**src/rtl/mem_stage_pkg.sv**
```systemverilog
// Shared definitions for the memory-access stage.
// MEM_ALIGN_CHECK_EN enables the alignment check helper's use in mem_stage.
package mem_stage_pkg;

  localparam logic MEM_IDLE = 1'b0;
  localparam logic MEM_BUSY = 1'b1;

  function automatic logic misaligned(
    input logic       load,
    input logic [3:0] we,
    input logic [1:0] a
  );
    logic word;
    logic half;
    word = (we == 4'hF);
    half = (we == 4'h3) || (we == 4'hC);
    return (load && (a != 2'b00))
        || (word && (a != 2'b00))
        || (half && a[0]);
  endfunction

endpackage

```
**src/rtl/mem_stage.sv**
```systemverilog
// Memory-access pipeline stage: bus loads/stores and mem->wb registers.
// Optional MEM_ALIGN_CHECK_EN traps misaligned accesses instead of issuing them.
module mem_stage
  import mem_stage_pkg::*;
#(
  parameter int ADDR_WIDTH = 5,
  parameter int DATA_WIDTH = 32
) (
  input  logic                  clk,
  input  logic                  rst,
  input  logic [DATA_WIDTH-1:0] alu_data_mem,
  input  logic [DATA_WIDTH-1:0] reg_t_data_mem,
  input  logic [3:0]            mem_we_mem,
  input  logic                  reg_d_we_mem,
  input  logic [ADDR_WIDTH-1:0] reg_d_addr_mem,
  input  logic                  reg_d_data_sel_mem,
  output logic                  stall_mem,
  output logic                  dbus_req,
  output logic [DATA_WIDTH-1:0] dbus_addr,
  output logic [3:0]            dbus_we,
  output logic [DATA_WIDTH-1:0] dbus_wdata,
  input  logic                  dbus_ack,
  input  logic [DATA_WIDTH-1:0] dbus_rdata,
  output logic                  reg_d_we_wb,
  output logic [ADDR_WIDTH-1:0] reg_d_addr_wb,
  output logic [DATA_WIDTH-1:0] reg_d_data_wb,
  output logic                  misalign_mem
);

  logic state;
  logic load;
  logic store;
  logic access;
  logic mis;
  logic go;

  assign load   = reg_d_data_sel_mem & reg_d_we_mem;
  assign store  = |mem_we_mem;
  assign access = load | store;

`ifdef MEM_ALIGN_CHECK_EN
  assign mis = access
             & misaligned(load, mem_we_mem, alu_data_mem[1:0]);
`else
  assign mis = 1'b0;
`endif

  assign go = access & ~mis;

  always_comb begin
    stall_mem = 1'b0;
    if (state == MEM_IDLE) begin
      stall_mem = go;
    end else begin
      stall_mem = ~dbus_ack;
    end
  end

  always_ff @(posedge clk) begin
    if (rst) begin
      state         <= MEM_IDLE;
      dbus_req      <= 1'b0;
      dbus_addr     <= '0;
      dbus_we       <= 4'h0;
      dbus_wdata    <= '0;
      reg_d_we_wb   <= 1'b0;
      reg_d_addr_wb <= '0;
      reg_d_data_wb <= '0;
      misalign_mem  <= 1'b0;
    end else begin
      misalign_mem <= 1'b0;
      case (state)
        MEM_IDLE: begin
          if (go) begin
            dbus_req    <= 1'b1;
            dbus_addr   <= alu_data_mem;
            dbus_we     <= mem_we_mem;
            dbus_wdata  <= reg_t_data_mem;
            reg_d_we_wb <= 1'b0;
            state       <= MEM_BUSY;
          end else if (mis) begin
            reg_d_we_wb  <= 1'b0;
            misalign_mem <= 1'b1;
          end else begin
            reg_d_we_wb   <= reg_d_we_mem;
            reg_d_addr_wb <= reg_d_addr_mem;
            reg_d_data_wb <= alu_data_mem;
          end
        end
        MEM_BUSY: begin
          // Bus outputs hold until the ack edge; retire there.
          if (dbus_ack) begin
            dbus_req      <= 1'b0;
            dbus_we       <= 4'h0;
            reg_d_we_wb   <= reg_d_we_mem;
            reg_d_addr_wb <= reg_d_addr_mem;
            reg_d_data_wb <= load ? dbus_rdata : alu_data_mem;
            state         <= MEM_IDLE;
          end
        end
        default: state <= MEM_IDLE;
      endcase
    end
  end

endmodule

```
**config.mk**
```make
export PLATFORM = sky130hd
export DESIGN_NAME = mem_stage
export DESIGN_NICKNAME = d
export VERILOG_FILES = /design/src/rtl/mem_stage_pkg.sv /design/src/rtl/mem_stage.sv
export SDC_FILE = /design/constraint.sdc
export NUM_CORES = 1
export LEC_CHECK = 0
export ABC_AREA = 1
export CORE_MARGIN = 4
export CORE_UTILIZATION = 37
export CTS_CLUSTER_DIAMETER = 30
export DETAILED_ROUTE_END_ITERATION = 12
export PLACE_DENSITY = 0.87
export RECOVER_POWER = 25
export SYNTH_ARGS = -nofsm -noshare
export SYNTH_HDL_FRONTEND = slang
export SYNTH_SLANG_ARGS = --single-unit
```
**constraint.sdc**
```tcl
create_clock -name clk -period 1.35 [get_ports clk]
set_clock_uncertainty 0.2 [all_clocks]
set_input_delay 0.2025 -clock clk [delete_from_list [all_inputs] [get_ports clk]]
set_output_delay 0.2025 -clock clk [all_outputs]
set_load 0.01 [all_outputs]
```
==> run summary <==
The count of warnings emitted by yosys came out at 0. The total wire length after detailed routing is 14.7 mm. Entering global routing, the biggest net connects 44 pins. The end point of the critical path is stall_mem. The repair_antennas step left the layout with diodes totalling 0. The nature of the critical path startpoint is a flop. The count of H-tree levels built during CTS is 3.

The number of synthesized register bits is around 110. In this run the tool buffered the top-level ports with between 200 and 250 buffer cells. The post-placement worst setup slack is -516 ps. The category of the worst setup path capture point is an output port. The total grt overflow came out at 0. In the post-synthesis netlist, the biggest area contributors are sky130_fd_sc_hd__dfxtp_1, sky130_fd_sc_hd__nor2_1, sky130_fd_sc_hd__o21ai_0. sky130_fd_sc_hd__dfxtp_1 takes more of the synthesized area than any other cell. The final HPWL from detailed placement came out at ~9.8 mm.

The detail-routed net length per standard cell came out at around 14 um. Leaving out fill and tap cells, the most frequent cell in the layout is sky130_fd_sc_hd__nor2_1. The area share of the largest cell type after synthesis came out at between 40 and 50%. The mean instance size in the synthesized netlist is about 6.8 um^2.

The height of the die is around 120 um. The number of unique standard cell types used by synthesis came out at 17. The switching share of power is 28.1%. The power consumption came out at between 8 and 9 mW.

The total of endpoints with negative setup slack in the final report came out at 63. The area growth from synthesis to layout is 62.8%. For the worst setup path, the data arrival time is 1110 ps.

The worst register-to-register path has a depth of 7. Setup total negative slack on the finished layout was measured at -5450 ps. In this run, the combinational gates consume between 20 and 25% of the power.

The final hold violation count is 0. The critical path starts at state. The peak clock frequency supported by timing is approximately 660 MHz. The floorplan has 39 rows.

Clock latency on the worst-skew pair, taken at its later pin, is between 300 and 400 ps. The overall routing resource usage came out at between 20% and 30%. The first detailed-routing pass ran for 4 iterations. In this run the worst hold path is classified as primary input to flop. In this run the worst path has a maximum fanout of 3. For this configuration, the core starts out at a cell density of around two fifths. The number of global-route vias before repair came out at between 4000 and 5000. The share of total power dissipated in sequential elements is about 44%. The number of hold-repair buffers added at the cts stage is 0. Counting every net in the synthesized netlist gives 760. The count of cells in the finished layout, fillers not included, comes to slightly above 1000. The area of the core region came out at 11600 um^2. The die is about 120 um wide. The power density over the cells came out at 1140 nW/um^2. The summed area of non-filler cells in the final layout came out at slightly above 7000 um^2. The TritonCTS buffer count is 9. The first-pass GRT wire length is between 20 and 25 mm. The worst path in the final design needs a cycle of about 1500 ps, including I/O delays and setup. The critical path is of the flop to output port type. Of the cells placed in the final design, the portion with a size suffix greater than 1 is between 15 and 20%. The critical register-to-register path startpoint is state. The tree is rooted in a sky130_fd_sc_hd__clkbuf_16. The number of antenna violations at the first check in global routing is 0. The critical path required time came out at ~950 ps. The final layout contains a little under 1000 nets. The final reports fail on negative setup slack. The number of sinks driven by the clock tree is ~110.

The number of vias per cell after detailed routing is ~4.6. For this design the top-level I/O count stands at approximately 220. The total instance count after detailed placement is a little under 1000. TritonCTS built the clock tree. The worst voltage drop across the vdd grid is 0.848 mV. The count of final max-slew check failures is 0. The number of fillers in the final layout came out at ~1100. The portion of total power attributed to the clock network came out at a little under a third. The internal cell power is around 6 mW. The fraction of the yosys area taken by sequential cells is 48.6%. The minimum setup slack in the final design is -165 ps.

After detailed placement, the total cell area comes to ~6800 um^2. The synthesized area came out at approximately 4400 um^2. Setup repair after global routing could not meet its margin everywhere. The floorplan die area came out at between 10000 and 15000 um^2. For this design the static power due to leakage is 3.50 nW. The cell count after synthesis came out at 650.

The net load switching power came out at around 2.3 mW. For flop-to-flop paths, the worst setup slack is -150 ps. The maximum root-to-sink buffer count came out at 2.

After clock tree synthesis, the clock-pin slew on the worst setup and hold paths is 70 ps. The first-iteration detailed-routing DRC count is between 200 and 300. The worst register-to-register path ends at dbus_req.

The detail route stage leaves a number of antenna-violating nets equal to 0. Dividing the final minimum period by the clock period gives 112%. The final routed DRC violation total is 0.

The detailed router placed between 4000 and 5000 vias in this run. In the layout the commonest cells are sky130_fd_sc_hd__nor2_1, sky130_fd_sc_hd__dfxtp_1, sky130_fd_sc_hd__clkdlybuf4s50_1, sky130_fd_sc_hd__nand2_1, sky130_fd_sc_hd__inv_1. The number of violations of the max-capacitance limit came out at 0. The run finished, with violations left. The final estimated routing congestion in global placement came out at 0.745.
## power groups by stage
stage               Clock, mW  Combinational, mW  Sequential (mW)
floorplan                   0              0.748             3.86
global route             2.76               2.28             3.68
CTS                      2.62               2.12             3.65
finish                   2.58               2.06             3.65
detailed placement          0               2.08             3.72
global placement            0               2.04             3.71
## per-layer routing
layer	vias to the layer above	GRT usage, %	wire (um)
met3	14	4.66	975
met1	2114	25.4	6290
met2	171	36.0	7190
met4	0	5.86	208
met5	-	0	0
li1	2442	-	-
## worst min path at each step
stage / startpoint / endpoint / slack (ps) / cells after the start
CTS: mem_we_mem[3] / dbus_we[3] / 60 / 3
finish: mem_we_mem[3] / dbus_we[3] / 70 / 3
global route: mem_we_mem[3] / dbus_we[3] / 80 / 3
global placement: dbus_wdata[10] / dbus_wdata[10] / 260 / 2
detailed placement: reg_d_addr_wb[0] / reg_d_addr_wb[0] / 270 / 2
floorplan: mem_we_mem[0] / dbus_we[0] / 150 / 2
## per-stage QoR
stage	utilization (%)	hold WS, ps
after floorplan	-	150
after CTS	64.0	63.8
after global routing	62.3	82.9
final	62.3	74.5
after detailed placement	58.9	267
after global placement	58.9	260
## flip-flops by register name, indices dropped and copies added, names as in the netlist
register       cells
dbus_req           1
state              1
reg_d_data_wb     32
reg_d_we_wb        1
dbus_we            4
reg_d_addr_wb      5
dbus_wdata        32
dbus_addr         32
## synth_stat cells
cell and instances:
sky130_fd_sc_hd__nand2_4 1, sky130_fd_sc_hd__a21oi_1 12, sky130_fd_sc_hd__buf_6 3, sky130_fd_sc_hd__clkbuf_1 19, sky130_fd_sc_hd__nand3_2 1, sky130_fd_sc_hd__conb_1 1, sky130_fd_sc_hd__nand2_2 1, sky130_fd_sc_hd__o21ai_0 96
sky130_fd_sc_hd__nor2_1 200, sky130_fd_sc_hd__inv_1 66, sky130_fd_sc_hd__dfxtp_1 108, sky130_fd_sc_hd__nand3_1 7, sky130_fd_sc_hd__buf_2 10, sky130_fd_sc_hd__nand3b_1 5, sky130_fd_sc_hd__nand2_1 108, sky130_fd_sc_hd__inv_2 2
sky130_fd_sc_hd__buf_4 10
## critical path, cell delays in order (launching register included)
cell and delay, ps:
sky130_fd_sc_hd__dfxtp_2 360, sky130_fd_sc_hd__inv_2 60, sky130_fd_sc_hd__nand2_4 80, sky130_fd_sc_hd__nand2_4 60, sky130_fd_sc_hd__buf_12 120, sky130_fd_sc_hd__buf_6 110
## cell families after synthesis
| group | after synthesis | share of synthesized area (%) |
|---|---|---|
| flops | 108 | 48.6 |
| simple gates | 323 | 28.2 |
| buf+inv | 110 | 10.9 |
| other cells | 1 | 0.0843 |
| compound gates | 108 | 12.2 |
## layout make-up
cell class | instances | area [um^2] | share of cell area, %
Timing Repair Buffer | 257 | 2420 | 33.4
Sequential cell | 108 | 2160 | 29.9
Multi-Input combinational cell | 432 | 1930 | 26.7
Inverter | 68 | 260 | 3.59
Clock buffer | 11 | 233 | 3.21
Tap cell | 143 | 179 | 2.47
Clock inverter | 5 | 52.6 | 0.726
## timing repair
| item | in CTS | in global routing |
|---|---|---|
| buffers inserted | 6 | 4 |
| pin swaps | 11 | 24 |
| gates resized for setup | 261 | 135 |
| endpoints found under the setup margin | 211 | 190 |
| gates cloned | 7 | 2 |
(Power assumes the default switching activity.)
